==> src/rtl/apb_arb_pkg.sv <==
`default_nettype none
// ============================================================================
// Module   : apb_arb_pkg
// Brief    : Shared types, response codes and sizing helpers for the APB
//            request arbiter.
// Revision : 1.0 - initial release
// ============================================================================
package apb_arb_pkg;

  typedef enum logic [1:0] {
    IDLE   = 2'd0,
    SETUP  = 2'd1,
    ACCESS = 2'd2,
    RESP   = 2'd3
  } state_e;

  localparam logic RSP_OK  = 1'b0;
  localparam logic RSP_ERR = 1'b1;

  function automatic int clog2(input int value);
    int r;
    r = 0;
    for (int i = 0; i < 31; i++) begin
      if ((1 << i) < value) r = i + 1;
    end
    return r;
  endfunction

  // The counter must hold 0..TIMEOUT_CYCLES-1; keep at least one bit when disabled.
  function automatic int cnt_width(input int timeout_cycles);
    int w;
    w = clog2(timeout_cycles + 1);
    return (w < 1) ? 1 : w;
  endfunction

endpackage
`default_nettype wire

==> src/rtl/apb_rr_picker.sv <==
`default_nettype none
// ============================================================================
// Module   : apb_rr_picker
// Brief    : Combinational round-robin picker; first set request at or above
//            the pointer, wrapping modulo NUM_REQ.
// Revision : 1.0 - initial release
// ============================================================================
module apb_rr_picker
  import apb_arb_pkg::*;
#(
  parameter int NUM_REQ = 4,
  parameter int IDX_W   = (NUM_REQ > 1) ? clog2(NUM_REQ) : 1
) (
  input  logic [NUM_REQ-1:0] req_i,
  input  logic [IDX_W-1:0]   ptr_i,
  output logic [NUM_REQ-1:0] gnt_oh_o,
  output logic [IDX_W-1:0]   gnt_idx_o,
  output logic               any_o
);

  logic [IDX_W-1:0] cand;
  logic             found;

  always_comb begin
    gnt_oh_o  = '0;
    gnt_idx_o = '0;
    found     = 1'b0;
    cand      = '0;
    for (int k = 0; k < NUM_REQ; k++) begin
      cand = IDX_W'((int'(ptr_i) + k) % NUM_REQ);
      if (!found && req_i[cand]) begin
        found           = 1'b1;
        gnt_oh_o[cand]  = 1'b1;
        gnt_idx_o       = cand;
      end
    end
  end

  assign any_o = |req_i;

endmodule
`default_nettype wire

==> src/rtl/apb_req_arbiter.sv <==
`default_nettype none
// ============================================================================
// Module   : apb_req_arbiter
// Brief    : Round-robin arbiter sharing one APB master port between NUM_REQ
//            single-beat requesters, with PREADY wait states and timeout.
// Revision : 1.0 - initial release
// ============================================================================
module apb_req_arbiter #(
  parameter int NUM_REQ        = 4,
  parameter int ADDR_WIDTH     = 32,
  parameter int DATA_WIDTH     = 32,
  parameter int TIMEOUT_CYCLES = 256
) (
  input  logic                             ACLK,
  input  logic                             ARESET,
  input  logic [NUM_REQ-1:0]               REQ_VALID,
  output logic [NUM_REQ-1:0]               REQ_READY,
  input  logic [NUM_REQ-1:0]               REQ_WRITE,
  input  logic [NUM_REQ*ADDR_WIDTH-1:0]    REQ_ADDR,
  input  logic [NUM_REQ*DATA_WIDTH-1:0]    REQ_WDATA,
  output logic [NUM_REQ-1:0]               RSP_VALID,
  output logic [DATA_WIDTH-1:0]            RSP_RDATA,
  output logic                             RSP_ERR,
  output logic [ADDR_WIDTH-1:0]            PADDR,
  output logic [DATA_WIDTH-1:0]            PWDATA,
  output logic                             PWRITE,
  output logic                             PSEL,
  output logic                             PENABLE,
  input  logic [DATA_WIDTH-1:0]            PRDATA,
  input  logic                             PREADY,
  input  logic                             PSLVERR,
  output logic                             BUSY,
  output logic                             TIMEOUT
);

  import apb_arb_pkg::*;

  localparam int IDX_W = (NUM_REQ > 1) ? clog2(NUM_REQ) : 1;
  localparam int CNT_W = cnt_width(TIMEOUT_CYCLES);
  localparam logic [CNT_W-1:0] CNT_LAST =
      CNT_W'((TIMEOUT_CYCLES > 0) ? TIMEOUT_CYCLES - 1 : 0);

  state_e                 state_q, state_d;
  logic [IDX_W-1:0]       rr_q, rr_d;
  logic [NUM_REQ-1:0]     gnt_q, gnt_d;
  logic [CNT_W-1:0]       cnt_q, cnt_d;
  logic                   psel_q, psel_d;
  logic                   penable_q, penable_d;
  logic                   pwrite_q, pwrite_d;
  logic [ADDR_WIDTH-1:0]  paddr_q, paddr_d;
  logic [DATA_WIDTH-1:0]  pwdata_q, pwdata_d;
  logic [NUM_REQ-1:0]     rsp_valid_q, rsp_valid_d;
  logic [DATA_WIDTH-1:0]  rsp_rdata_q, rsp_rdata_d;
  logic                   rsp_err_q, rsp_err_d;
  logic                   timeout_q, timeout_d;

  logic [NUM_REQ-1:0]     pick_oh;
  logic [IDX_W-1:0]       pick_idx;
  logic                   pick_any;

  apb_rr_picker #(
    .NUM_REQ (NUM_REQ),
    .IDX_W   (IDX_W)
  ) u_picker (
    .req_i     (REQ_VALID),
    .ptr_i     (rr_q),
    .gnt_oh_o  (pick_oh),
    .gnt_idx_o (pick_idx),
    .any_o     (pick_any)
  );

  always_comb begin
    state_d     = state_q;
    rr_d        = rr_q;
    gnt_d       = gnt_q;
    cnt_d       = cnt_q;
    psel_d      = psel_q;
    penable_d   = penable_q;
    pwrite_d    = pwrite_q;
    paddr_d     = paddr_q;
    pwdata_d    = pwdata_q;
    rsp_valid_d = '0;
    rsp_rdata_d = '0;
    rsp_err_d   = RSP_OK;
    timeout_d   = 1'b0;
    REQ_READY   = '0;

    case (state_q)
      IDLE: begin
        // No accept while reset is held, so no handshake is lost to the reset.
        if (pick_any && !ARESET) begin
          REQ_READY = pick_oh;
          gnt_d     = pick_oh;
          paddr_d   = REQ_ADDR[pick_idx*ADDR_WIDTH +: ADDR_WIDTH];
          pwrite_d  = REQ_WRITE[pick_idx];
          pwdata_d  = REQ_WRITE[pick_idx] ? REQ_WDATA[pick_idx*DATA_WIDTH +: DATA_WIDTH]
                                          : '0;
          psel_d    = 1'b1;
          penable_d = 1'b0;
          rr_d      = (pick_idx == IDX_W'(NUM_REQ - 1)) ? '0 : pick_idx + 1'b1;
          state_d   = SETUP;
        end
      end
      SETUP: begin
        penable_d = 1'b1;
        cnt_d     = '0;
        state_d   = ACCESS;
      end
      ACCESS: begin
        if (PREADY) begin
          psel_d      = 1'b0;
          penable_d   = 1'b0;
          rsp_valid_d = gnt_q;
          rsp_rdata_d = pwrite_q ? '0 : PRDATA;
          rsp_err_d   = PSLVERR ? apb_arb_pkg::RSP_ERR : RSP_OK;
          state_d     = RESP;
        end else if ((TIMEOUT_CYCLES != 0) && (cnt_q == CNT_LAST)) begin
          psel_d      = 1'b0;
          penable_d   = 1'b0;
          rsp_valid_d = gnt_q;
          rsp_err_d   = apb_arb_pkg::RSP_ERR;
          timeout_d   = 1'b1;
          state_d     = RESP;
        end else if (TIMEOUT_CYCLES != 0) begin
          cnt_d = cnt_q + 1'b1;
        end
      end
      RESP: begin
        state_d = IDLE;
      end
      default: begin
        state_d = IDLE;
      end
    endcase
  end

  always_ff @(posedge ACLK) begin
    if (ARESET) begin
      state_q     <= IDLE;
      rr_q        <= '0;
      gnt_q       <= '0;
      cnt_q       <= '0;
      psel_q      <= 1'b0;
      penable_q   <= 1'b0;
      pwrite_q    <= 1'b0;
      paddr_q     <= '0;
      pwdata_q    <= '0;
      rsp_valid_q <= '0;
      rsp_rdata_q <= '0;
      rsp_err_q   <= 1'b0;
      timeout_q   <= 1'b0;
    end else begin
      state_q     <= state_d;
      rr_q        <= rr_d;
      gnt_q       <= gnt_d;
      cnt_q       <= cnt_d;
      psel_q      <= psel_d;
      penable_q   <= penable_d;
      pwrite_q    <= pwrite_d;
      paddr_q     <= paddr_d;
      pwdata_q    <= pwdata_d;
      rsp_valid_q <= rsp_valid_d;
      rsp_rdata_q <= rsp_rdata_d;
      rsp_err_q   <= rsp_err_d;
      timeout_q   <= timeout_d;
    end
  end

  assign PSEL      = psel_q;
  assign PENABLE   = penable_q;
  assign PWRITE    = pwrite_q;
  assign PADDR     = paddr_q;
  assign PWDATA    = pwdata_q;
  assign RSP_VALID = rsp_valid_q;
  assign RSP_RDATA = rsp_rdata_q;
  assign RSP_ERR   = rsp_err_q;
  assign TIMEOUT   = timeout_q;
  assign BUSY      = (state_q != IDLE);

endmodule
`default_nettype wire

==> config.mk <==
export PLATFORM = sky130hd
export DESIGN_NAME = apb_req_arbiter
export DESIGN_NICKNAME = d
export VERILOG_FILES = /design/src/rtl/apb_arb_pkg.sv /design/src/rtl/apb_rr_picker.sv /design/src/rtl/apb_req_arbiter.sv
export SDC_FILE = /design/constraint.sdc
export NUM_CORES = 1
export LEC_CHECK = 0
export BUFFER_PORTS_ARGS = -buffer_cell sky130_fd_sc_hd__buf_4
export CORE_AREA = 2 2 161 163
export DETAILED_ROUTE_END_ITERATION = 12
export DIE_AREA = 0 0 163 165
export MAX_ROUTING_LAYER = met4
export PLACE_DENSITY = 0.49
export SYNTH_ARGS = -nofsm -noshare
export SYNTH_HDL_FRONTEND = slang
export SYNTH_SLANG_ARGS = --single-unit
export TNS_END_PERCENT = 100
==> constraint.sdc <==
create_clock -name ACLK -period 3.9 [get_ports ACLK]
set_input_delay 0.585 -clock ACLK [delete_from_list [all_inputs] [get_ports ACLK]]
set_output_delay 0.585 -clock ACLK [all_outputs]
set_load 0.1 [all_outputs]
==> impl_results.md, run 1 <==
- Final core utilization: 41.0%
- Slew headroom: 48.6%
- RSZ-0062 raised after global routing: true
- Family with the most delay on the worst path: compound AO/OA/AOI/OAI gates
- CTS tree: yes
- Syn Nets: 962
- Worst-path clk slew: 0.07 ns
- Cell Area, Synth: 0.00624 sq mm
- Drt total wl: 26,600 um
- Starting Density: 24.9%
- Rows: 58
- Die H: 165 um
- Crit path kind: reg -> out
- WHS Path Cells: 2
- Core Region: 0.0250 sq mm
- Final Cycle Share: 95.4%
- Antenna viol nets, final: 0
- Worst-Skew Late Latency: 0.43 ns
- Fin nets: 1,359
- Top FF cell, synth: dfxtp_1
- Initial antenna violation count: 1
- Routability congestion estimate: 0.797
- Warnings, synthesis: 0
- Area share of the largest cell type after synthesis: 39.1%
- Pwr/cell area: 901 mW/mm^2
- Vias per Instance: 4.61
- Clock Skew: 0.0144 ns
- Syn Area/Cell: 9.59 sq um
- Vias in the first global route: 6,302
- Post-DP HPWL: 20,800 um
- Worst EP arrival: 3.14 ns
- Leakage: 5.05 nW
- Slowest-stage cell, CP: or3b_2
- CTS root buf: clkbuf_16
- Number of library cell types mapped by synthesis: 52
- Die Width: 163 um
- Grt total ovfl: 0
- Io pins: 410
- Layout Cells excl Fill: 1,392
- I/O Buffers: 409
- Peak per-stage delay on the critical path: 0.50 ns
- Critical Path Sink Type: primary output
- DR WL/cell: 19.1 um
- CP max FO: 10
- Sequential share of the synthesized area: 39.1%
- Drt first pass iters: 4
- Die area: 0.0269 sq mm
- Number of flops mapped to enable cells by yosys: 0
- Outcome: completed
- Hold Path Class: in -> reg
- Critical path depth: 9
- Required time of the critical path: 3.31 ns
- Largest net degree at the start of global routing: 34
- CP Cell Sequence: inv_2 > ha_1 > or3b_2 > a211o_1 > a21oi_1 > a41o_1 > a21boi_0 > nor2_2 > buf_4
- Inst Count DP: 1,359
- DRC: 0
- Fillers: 2,572
- Worst slew pin tran: 0.770 ns
- Final setup fails: 0
- Critical Path Source Type: flop
- Proportion of layout cells with a drive suffix above 1: 45.1%
- Total clock sinks: 122
- Synth-to-Final Area Change: 64.4%
- Cts bufs inserted: 17
- Minimum clock period: 3.72 ns
- Routed vias: 6,421
- Yosys reg bits: 122
- Max cap viols: 0
- R2r worst-path depth: 10
- H-tree depth: 4
- First-pass GRT wire length: 37,500 um
- Final hold vios: 0
- Yosys top cell by area: dfxtp_1
- Maximum VDD drop: 0.000456 V
- DR iter-0 viols: 345
- Buf+Inv Stages, Crit Path: 2
- Cells after synthesis: 651
- Largest cells by area after synthesis: dfxtp_1 39%, mux2i_1 21%, a32o_1 5.1%
- Async set-or-reset flop fraction in the synthesized netlist: 0%
- CTS max path bufs: 2
- Gr usage total: 19.4%
- Final max-slew violation count: 0
- Fmax: 0.269 GHz
==> where the power goes <==
group          internal [mW]  switching (mW)  total, mW
Sequential              1.60           0.205       1.80
Combinational           1.76            4.08       5.85
Clock                  0.901           0.697       1.60
Total                   4.26            4.98       9.25
==> registers in the layout, indices dropped and copies added, names as in the netlist <==
name       flops
rr_q           2
cnt_q          9
PADDR         32
RSP_ERR        1
TIMEOUT        1
PWRITE         1
gnt_q          4
PWDATA        32
RSP_RDATA     32
PSEL           1
PENABLE        1
state_q        2
RSP_VALID      4
==> worst paths after layout <==
kind | start | slack, ns | end
worst max-delay path | rr_q[0]$_SDFFE_PP0P_ | 0.18 | REQ_READY[0]
worst min-delay path | PRDATA[8] | 0.36 | RSP_RDATA[8]$_SDFF_PP0_
worst max register to register | rr_q[0]$_SDFFE_PP0P_ | 0.79 | PADDR[31]$_SDFFE_PP0P_
worst min register to register | gnt_q[3]$_SDFFE_PP0P_ | 0.46 | RSP_VALID[3]$_SDFF_PP0_
==> per-stage QoR <==
step / power (mW) / TNS, ns / instance area, sq um / setup WS [ns] / hold slack (ns)
floorplan: 6.28 / 0 / 6250 / 0.319 / 0.431
global placement: 7.71 / 0 / 9680 / 0.454 / 0.437
detailed placement: 7.72 / 0 / 9680 / 0.403 / 0.447
CTS: 9.35 / 0 / 10300 / 0.112 / 0.335
global route: 9.70 / -0.000809 / 10300 / -0.000809 / 0.344
finish: 9.25 / 0 / 10300 / 0.178 / 0.355
==> cells by family (layout without fill, tap and decap cells) <==
family                     count (synthesis)  after routing  synth area share [%]
and+or+nand+nor                          203            203                  15.4
muxes                                    137            137                  22.2
DFF                                      122            122                  39.1
AOI/OAI and AO/OA                        112            112                  15.3
buffers and inverters                     61            471                  5.11
adders and majority gates                 11             11                  2.20
xor gates and xnor gates                   5              5                 0.701
other                                      0              1                     0
==> cells in the mapped netlist (2+ instances only) <==
| library cell | count |
|---|---|
| mux2_2 | 2 |
| buf_6 | 5 |
| nor2b_1 | 2 |
| nor2_1 | 29 |
| o22ai_1 | 6 |
| nand3_1 | 29 |
| a21oi_1 | 9 |
| and3_1 | 2 |
| a222oi_1 | 4 |
| nand2_1 | 83 |
| a32o_1 | 32 |
| o2bb2ai_1 | 2 |
| nand4_1 | 4 |
| nor3_1 | 4 |
| or3_1 | 2 |
| o221ai_1 | 27 |
| mux2i_1 | 134 |
| a21boi_0 | 4 |
| a211o_1 | 2 |
| dfxtp_1 | 122 |
| a31o_1 | 6 |
| buf_4 | 11 |
| ha_1 | 11 |
| and2_1 | 37 |
| nand2b_1 | 2 |
| inv_1 | 6 |
| a211oi_1 | 6 |
| clkbuf_1 | 27 |
| buf_2 | 9 |
| o21ai_0 | 4 |
| xor2_1 | 4 |
| nor3b_1 | 4 |
==> placed cells by master, fill, tap and decap left out, types with 3 or more instances in the layout <==
cell,synthesis,routed
nor2_2,0,5
a222oi_1,4,4
inv_6,0,7
nor3_1,4,3
mux2i_1,134,134
o221ai_1,27,27
clkbuf_16,0,17
buf_12,0,4
nand3_1,29,29
clkinvlp_4,0,4
nand4_1,4,4
inv_1,6,6
nor3b_1,4,3
o22ai_1,6,6
nor2_1,29,24
nand2_1,83,82
o21ai_0,4,4
and2_1,37,37
a21oi_1,9,9
a211oi_1,6,6
a32o_1,32,32
a31o_1,6,6
dfxtp_1,122,121
ha_1,11,11
xor2_1,4,4
buf_4,11,427
==> worst reg2reg max path, cell delays in order, from the launching register on <==
cell       delay (ns)
dfxtp_2          0.45
inv_2            0.15
ha_1             0.50
mux2_2           0.39
o2bb2ai_1        0.15
mux2i_4          0.25
buf_12           0.26
buf_12           0.28
mux2i_1          0.25
o22ai_1          0.10
a31o_1           0.22
==> repair_timing <==
action                     4_1_cts  5_1_grt
setup endpoints to repair        4        3
resized for setup                1        2
buffers inserted                 0        0
hold buffers                     0        0
==> area by class of cell <==
| class | count | area (sq um) | share of cell area, % |
|---|---|---|---|
| clock buffers | 17 | 425 | 4.14 |
| inverters | 8 | 30.0 | 0.293 |
| clock inverters | 15 | 158 | 1.54 |
| flip-flops and latches | 122 | 2440 | 23.8 |
| diodes | 1 | 2.50 | 0.0244 |
| repair buffers | 431 | 3290 | 32.0 |
| multi-input cells | 468 | 3510 | 34.2 |
| well taps | 330 | 413 | 4.02 |
==> layer usage <==
metal	share of wire, %	GRT usage (%)	up-vias
met5	0	-	-
met4	1.2	5.15	0
met3	7.9	5.83	23
met2	51	33.2	266
met1	40	22.2	2936
li1	-	-	3196
No activity file was read; power rests on OpenSTA's default activity.
==> run 2: changes to the inputs <==
- PLACE_DENSITY: 0.49 -> unset
==> run 2 against run 1 <==
Worst setup slack gained 0.078 ns; first-iteration DRC count is the same; clock-buffer cell count is the same; wire length shrank 9.7%; flip-flop and latch count is the same; register-to-register slack gained 0.04 ns; non-clock buffer count shrank 5; global-route usage shrank 1.8 points; critical path type unchanged.
==> impl_results.md, run 2 (synthesis results as in run 1) <==
- Post-DP HPWL: 18,600 um
- Routability congestion estimate: 0.813
- First-pass GRT wire length: 35,100 um
- DRC: 0
- DR WL/cell: 17.3 um
- Vias per Instance: 4.65
- Worst-Skew Late Latency: 0.42 ns
- Synth-to-Final Area Change: 63.6%
- Rows: 58
- Slew headroom: 69.2%
- Maximum VDD drop: 0.000559 V
- CTS root buf: clkbuf_16
- Fin nets: 1,354
- Pwr/cell area: 898 mW/mm^2
- Largest net degree at the start of global routing: 55
- Initial antenna violation count: 0
- Hold Path Class: in -> reg
- Critical Path Sink Type: primary output
- H-tree depth: 4
- Layout Cells excl Fill: 1,386
- Core Region: 0.0250 sq mm
- Die area: 0.0269 sq mm
- Routed vias: 6,448
- CP max FO: 10
- Drt first pass iters: 4
- Die Width: 163 um
- I/O Buffers: 409
- Gr usage total: 17.6%
- Vias in the first global route: 6,343
- Crit path kind: reg -> out
- Drt total wl: 24,000 um
- Starting Density: 24.9%
- Seq. cell area: 0.00244 sq mm
- Required time of the critical path: 3.31 ns
- Leakage: 5.02 nW
- Grt total ovfl: 0
- RSZ-0062 raised after global routing: false
- Commonest cells after routing, fill and taps aside: 422 x buf_4, 134 x mux2i_1, 120 x dfxtp_1
- Commonest non-fill, non-tap cell in the layout: buf_4
- Fillers: 2,544
- Final setup fails: 0
- Setup TNS: 0 ns
- Max cap viols: 0
- Critical Path Source Type: flop
- Die H: 165 um
- Final max-slew violation count: 0
- Total clock sinks: 122
- ANT cells: 0
- CTS tree: yes
- Outcome: completed
- Io pins: 410
- Proportion of layout cells with a drive suffix above 1: 45.0%
- Multi-input combinational cell area: 0.00351 sq mm
- Fmax: 0.274 GHz
- Clock Skew: 0.0174 ns
- Cts bufs inserted: 17
- Minimum clock period: 3.64 ns
- Inst Count DP: 1,354
- Final hold vios: 0
- Post-CTS Setup Repair Bufs: 0
- Final Cycle Share: 93.4%
- Worst-path clk slew: 0.06 ns
- Worst EP arrival: 3.06 ns
- DR iter-0 viols: 345
- Worst slew pin tran: 0.460 ns
- CTS max path bufs: 2
- Antenna viol nets, final: 0
[run 2: what timing repair did]
action / in CTS / in global routing
endpoints found under the setup margin: 3 / 4
hold buffers: 0 / 0
gates resized for setup: 2 / 3
pin swaps: 0 / 0
[run 2: path summary, 6_finish.rpt]
check,start,endpoint,slack [ns],depth (start not counted)
max,rr_q[0]$_SDFFE_PP0P_,REQ_READY[1],0.26,9
min,PREADY,TIMEOUT$_SDFF_PP0_,0.36,2
max reg2reg,rr_q[0]$_SDFFE_PP0P_,PWDATA[2]$_SDFFE_PP0P_,0.83,10
min reg2reg,gnt_q[1]$_SDFFE_PP0P_,RSP_VALID[1]$_SDFF_PP0_,0.45,1
[run 2: through the flow]
stage	instance area, sq um	setup slack [ns]	utilization, %	hold WS (ns)	total power [mW]
finish	10200	0.256	40.8	0.359	9.17
global route	10200	0.0429	40.8	0.344	9.62
floorplan	6250	0.319	-	0.431	6.28
detailed placement	9630	0.412	38.4	0.443	7.63
global placement	9630	0.452	38.4	0.439	7.60
CTS	10200	0.132	40.8	0.334	9.26
[run 2: per-layer routing]
layer | GRT usage, % | vias up | wire (um)
met3 | 4.42 | 19 | 1600
met5 | - | - | 0
met4 | 4.79 | 0 | 380
li1 | - | 3182 | -
met2 | 29.6 | 253 | 12100
met1 | 21.0 | 2994 | 9950
[run 2: report_power, final]
group          switching (mW)  internal [mW]  leakage (nW)  total, mW
Sequential              0.217           1.60         0.999       1.82
Clock                   0.702          0.904         0.274       1.61
Combinational            4.02           1.73          3.75       5.75
[run 2: worst max-delay path: stages (launching register included)]
cell and delay [ns]:
dfxtp_2 0.46, inv_2 0.16, ha_2 0.45, mux2_2 0.37, mux2i_1 0.18, nor2_1 0.11, a222oi_1 0.30, a21boi_1 0.31
nor2_2 0.06, buf_4 0.24
[run 2: area by class of cell]
type / count / share of cell area, %
Clock buffer: 17 / 4.16
Inverter: 8 / 0.294
Sequential cell: 122 / 23.9
Clock inverter: 15 / 1.52
Tap cell: 330 / 4.04
Timing Repair Buffer: 426 / 31.7
Multi-Input combinational cell: 468 / 34.3
==> run 3: changes to the inputs <==
- CORE_AREA: 2 2 161 163 -> 5 5 155 157
- DIE_AREA: 0 0 163 165 -> 0 0 160 162
==> run 3 against run 2 <==
Utilization up 4.7 points; sequential share of layout area rose by 0.091 points; worst setup slack worse by 0.053 ns; via count rose by 0.19%; flip-flop and latch count unchanged; combinational power about the same; cell count shrank 3.2%; hold slack worse by 0.00090 ns; clock skew is 0.0049 ns lower; die area decreased by 3.6%; clock power about the same; critical endpoint is now REQ_READY[2]; largest power group unchanged.
==> impl_results.md, run 3 (synthesis results as in run 1) <==
- Outcome: completed
- Clock Skew: 0.0126 ns
- Worst-Skew Late Latency: 0.42 ns
- Drt first pass iters: 5
- Fmax: 0.270 GHz
- Fillers: 2,203
- Final Cycle Share: 94.8%
- Worst EP arrival: 3.11 ns
- Post-DP HPWL: 20,400 um
- Critical Path Sink Type: primary output
- Antenna viol nets, final: 0
- Final hold vios: 0
- Vias in the first global route: 6,849
- Fin nets: 1,353
- Minimum clock period: 3.70 ns
- Core Region: 0.0224 sq mm
- Required time of the critical path: 3.31 ns
- Grt total ovfl: 0
- I/O Buffers: 409
- Gr usage total: 19.9%
- CTS root buf: clkbuf_16
- Initial antenna violation count: 1
- Vias per Instance: 4.82
- Commonest cells after routing, fill and taps aside: 422 x buf_4, 134 x mux2i_1, 121 x dfxtp_1
- First-pass GRT wire length: 39,200 um
- DR iter-0 viols: 400
- Proportion of layout cells with a drive suffix above 1: 44.9%
- Starting Density: 27.9%
- Commonest non-fill, non-tap cell in the layout: buf_4
- Final setup fails: 0
- Max cap viols: 0
- Rows: 55
- Post-CTS Setup Repair Bufs: 0
- Worst R2R Start: rr_q[0]$_SDFFE_PP0P_
- R2r setup slk: 0.66 ns
- Critical Path Source Type: flop
- Routability congestion estimate: 0.818
- Largest net degree at the start of global routing: 52
- Setup TNS: 0 ns
- Fin Hold WS: 0.359 ns
- Synth-to-Final Area Change: 62.9%
- Die area: 0.0259 sq mm
- DRC: 0
- Final max-slew violation count: 0
- CTS tree: yes
- Die Width: 160 um
- Worst setup path end: REQ_READY[2]
- Cts bufs inserted: 17
- Worst slew pin tran: 0.527 ns
- Slew headroom: 64.6%
- DR WL/cell: 19.5 um
- RR Endpoint: PWDATA[16]$_SDFFE_PP0P_
- Io pins: 410
- Routed vias: 6,460
- Pwr/cell area: 904 mW/mm^2
- Drt total wl: 26,100 um
- H-tree depth: 4
- Maximum VDD drop: 0.000460 V
- Total clock sinks: 122
- CP max FO: 10
- Crit path kind: reg -> out
- Worst setup path startpoint: rr_q[0]$_SDFFE_PP0P_
- Worst-path clk slew: 0.06 ns
- Hold Path Class: in -> reg
- Cts hold-fix bufs: 0
- RSZ-0062 raised after global routing: false
- Die H: 162 um
- R2r worst-path depth: 10
- CTS max path bufs: 2
- Leakage: 5.02 nW
==> run 3: what timing repair did <==
action	CTS	global route
endpoints found under the setup margin	4	4
hold endpoints to repair	0	0
gates resized for setup	1	2
==> run 3: power by group <==
group	total (mW)	internal (mW)	leakage [nW]	switching, mW
Combinational	5.78	1.72	3.75	4.06
Clock	1.61	0.972	0.278	0.642
Sequential	1.80	1.60	0.999	0.199
Total	9.19	4.29	5.02	4.90
==> run 3: critical path: stages (launching register included) <==
cell and delay (ns):
dfxtp_2 0.47, inv_2 0.16, ha_2 0.38, or3b_2 0.49, a211o_1 0.30, a21oi_1 0.15, a41o_1 0.17, a21boi_0 0.15
nor2_2 0.13, buf_4 0.31
==> run 3: how the worst min path moves through the flow <==
| stage | from | to | cells after the start |
|---|---|---|---|
| after detailed placement | gnt_q[1]$_SDFFE_PP0P_ | RSP_VALID[1]$_SDFF_PP0_ | 1 |
| after global routing | PREADY | TIMEOUT$_SDFF_PP0_ | 2 |
| final | PREADY | TIMEOUT$_SDFF_PP0_ | 2 |
| after floorplan | gnt_q[0]$_SDFFE_PP0P_ | RSP_VALID[0]$_SDFF_PP0_ | 1 |
| after global placement | gnt_q[0]$_SDFFE_PP0P_ | RSP_VALID[0]$_SDFF_PP0_ | 1 |
| after CTS | PREADY | TIMEOUT$_SDFF_PP0_ | 2 |
==> run 3: area by class of cell <==
class                      instances  area (sq um)  share of cell area (%)
inverter                           8          30.0                   0.295
antenna                            1          2.50                  0.0246
timing repair buffer             425          3230                    31.7
multi-input combinational        468          3510                    34.5
clock buffer                      18           439                    4.32
tap                              285           357                    3.51
clock inverter                    14           161                    1.59
sequential                       122          2440                    24.0
==> run 3: metrics by stage <==
| stage | instance area, sq um | std cells | total power, mW | utilization (%) | worst slack (ns) |
|---|---|---|---|---|---|
| after CTS | 10200 | 1340 | 9.29 | 45.5 | 0.118 |
| after detailed placement | 9560 | 1308 | 7.64 | 42.8 | 0.402 |
| final | 10200 | 1341 | 9.19 | 45.5 | 0.203 |
| after global placement | 9560 | 1308 | 7.61 | 42.8 | 0.460 |
| after floorplan | 6250 | 651 | 6.28 | - | 0.319 |
| after global routing | 10200 | 1341 | 9.64 | 45.5 | 0.00220 |
==> run 3: layer usage <==
metal  vias to the layer above  share of wire [%]  track usage [%]
li1                       3185                  -                -
met1                      2969                 41             23.0
met2                       280                 50             33.6
met3                        26                7.2             5.61
met4                         0                1.8             6.10
met5                         -                  0                -
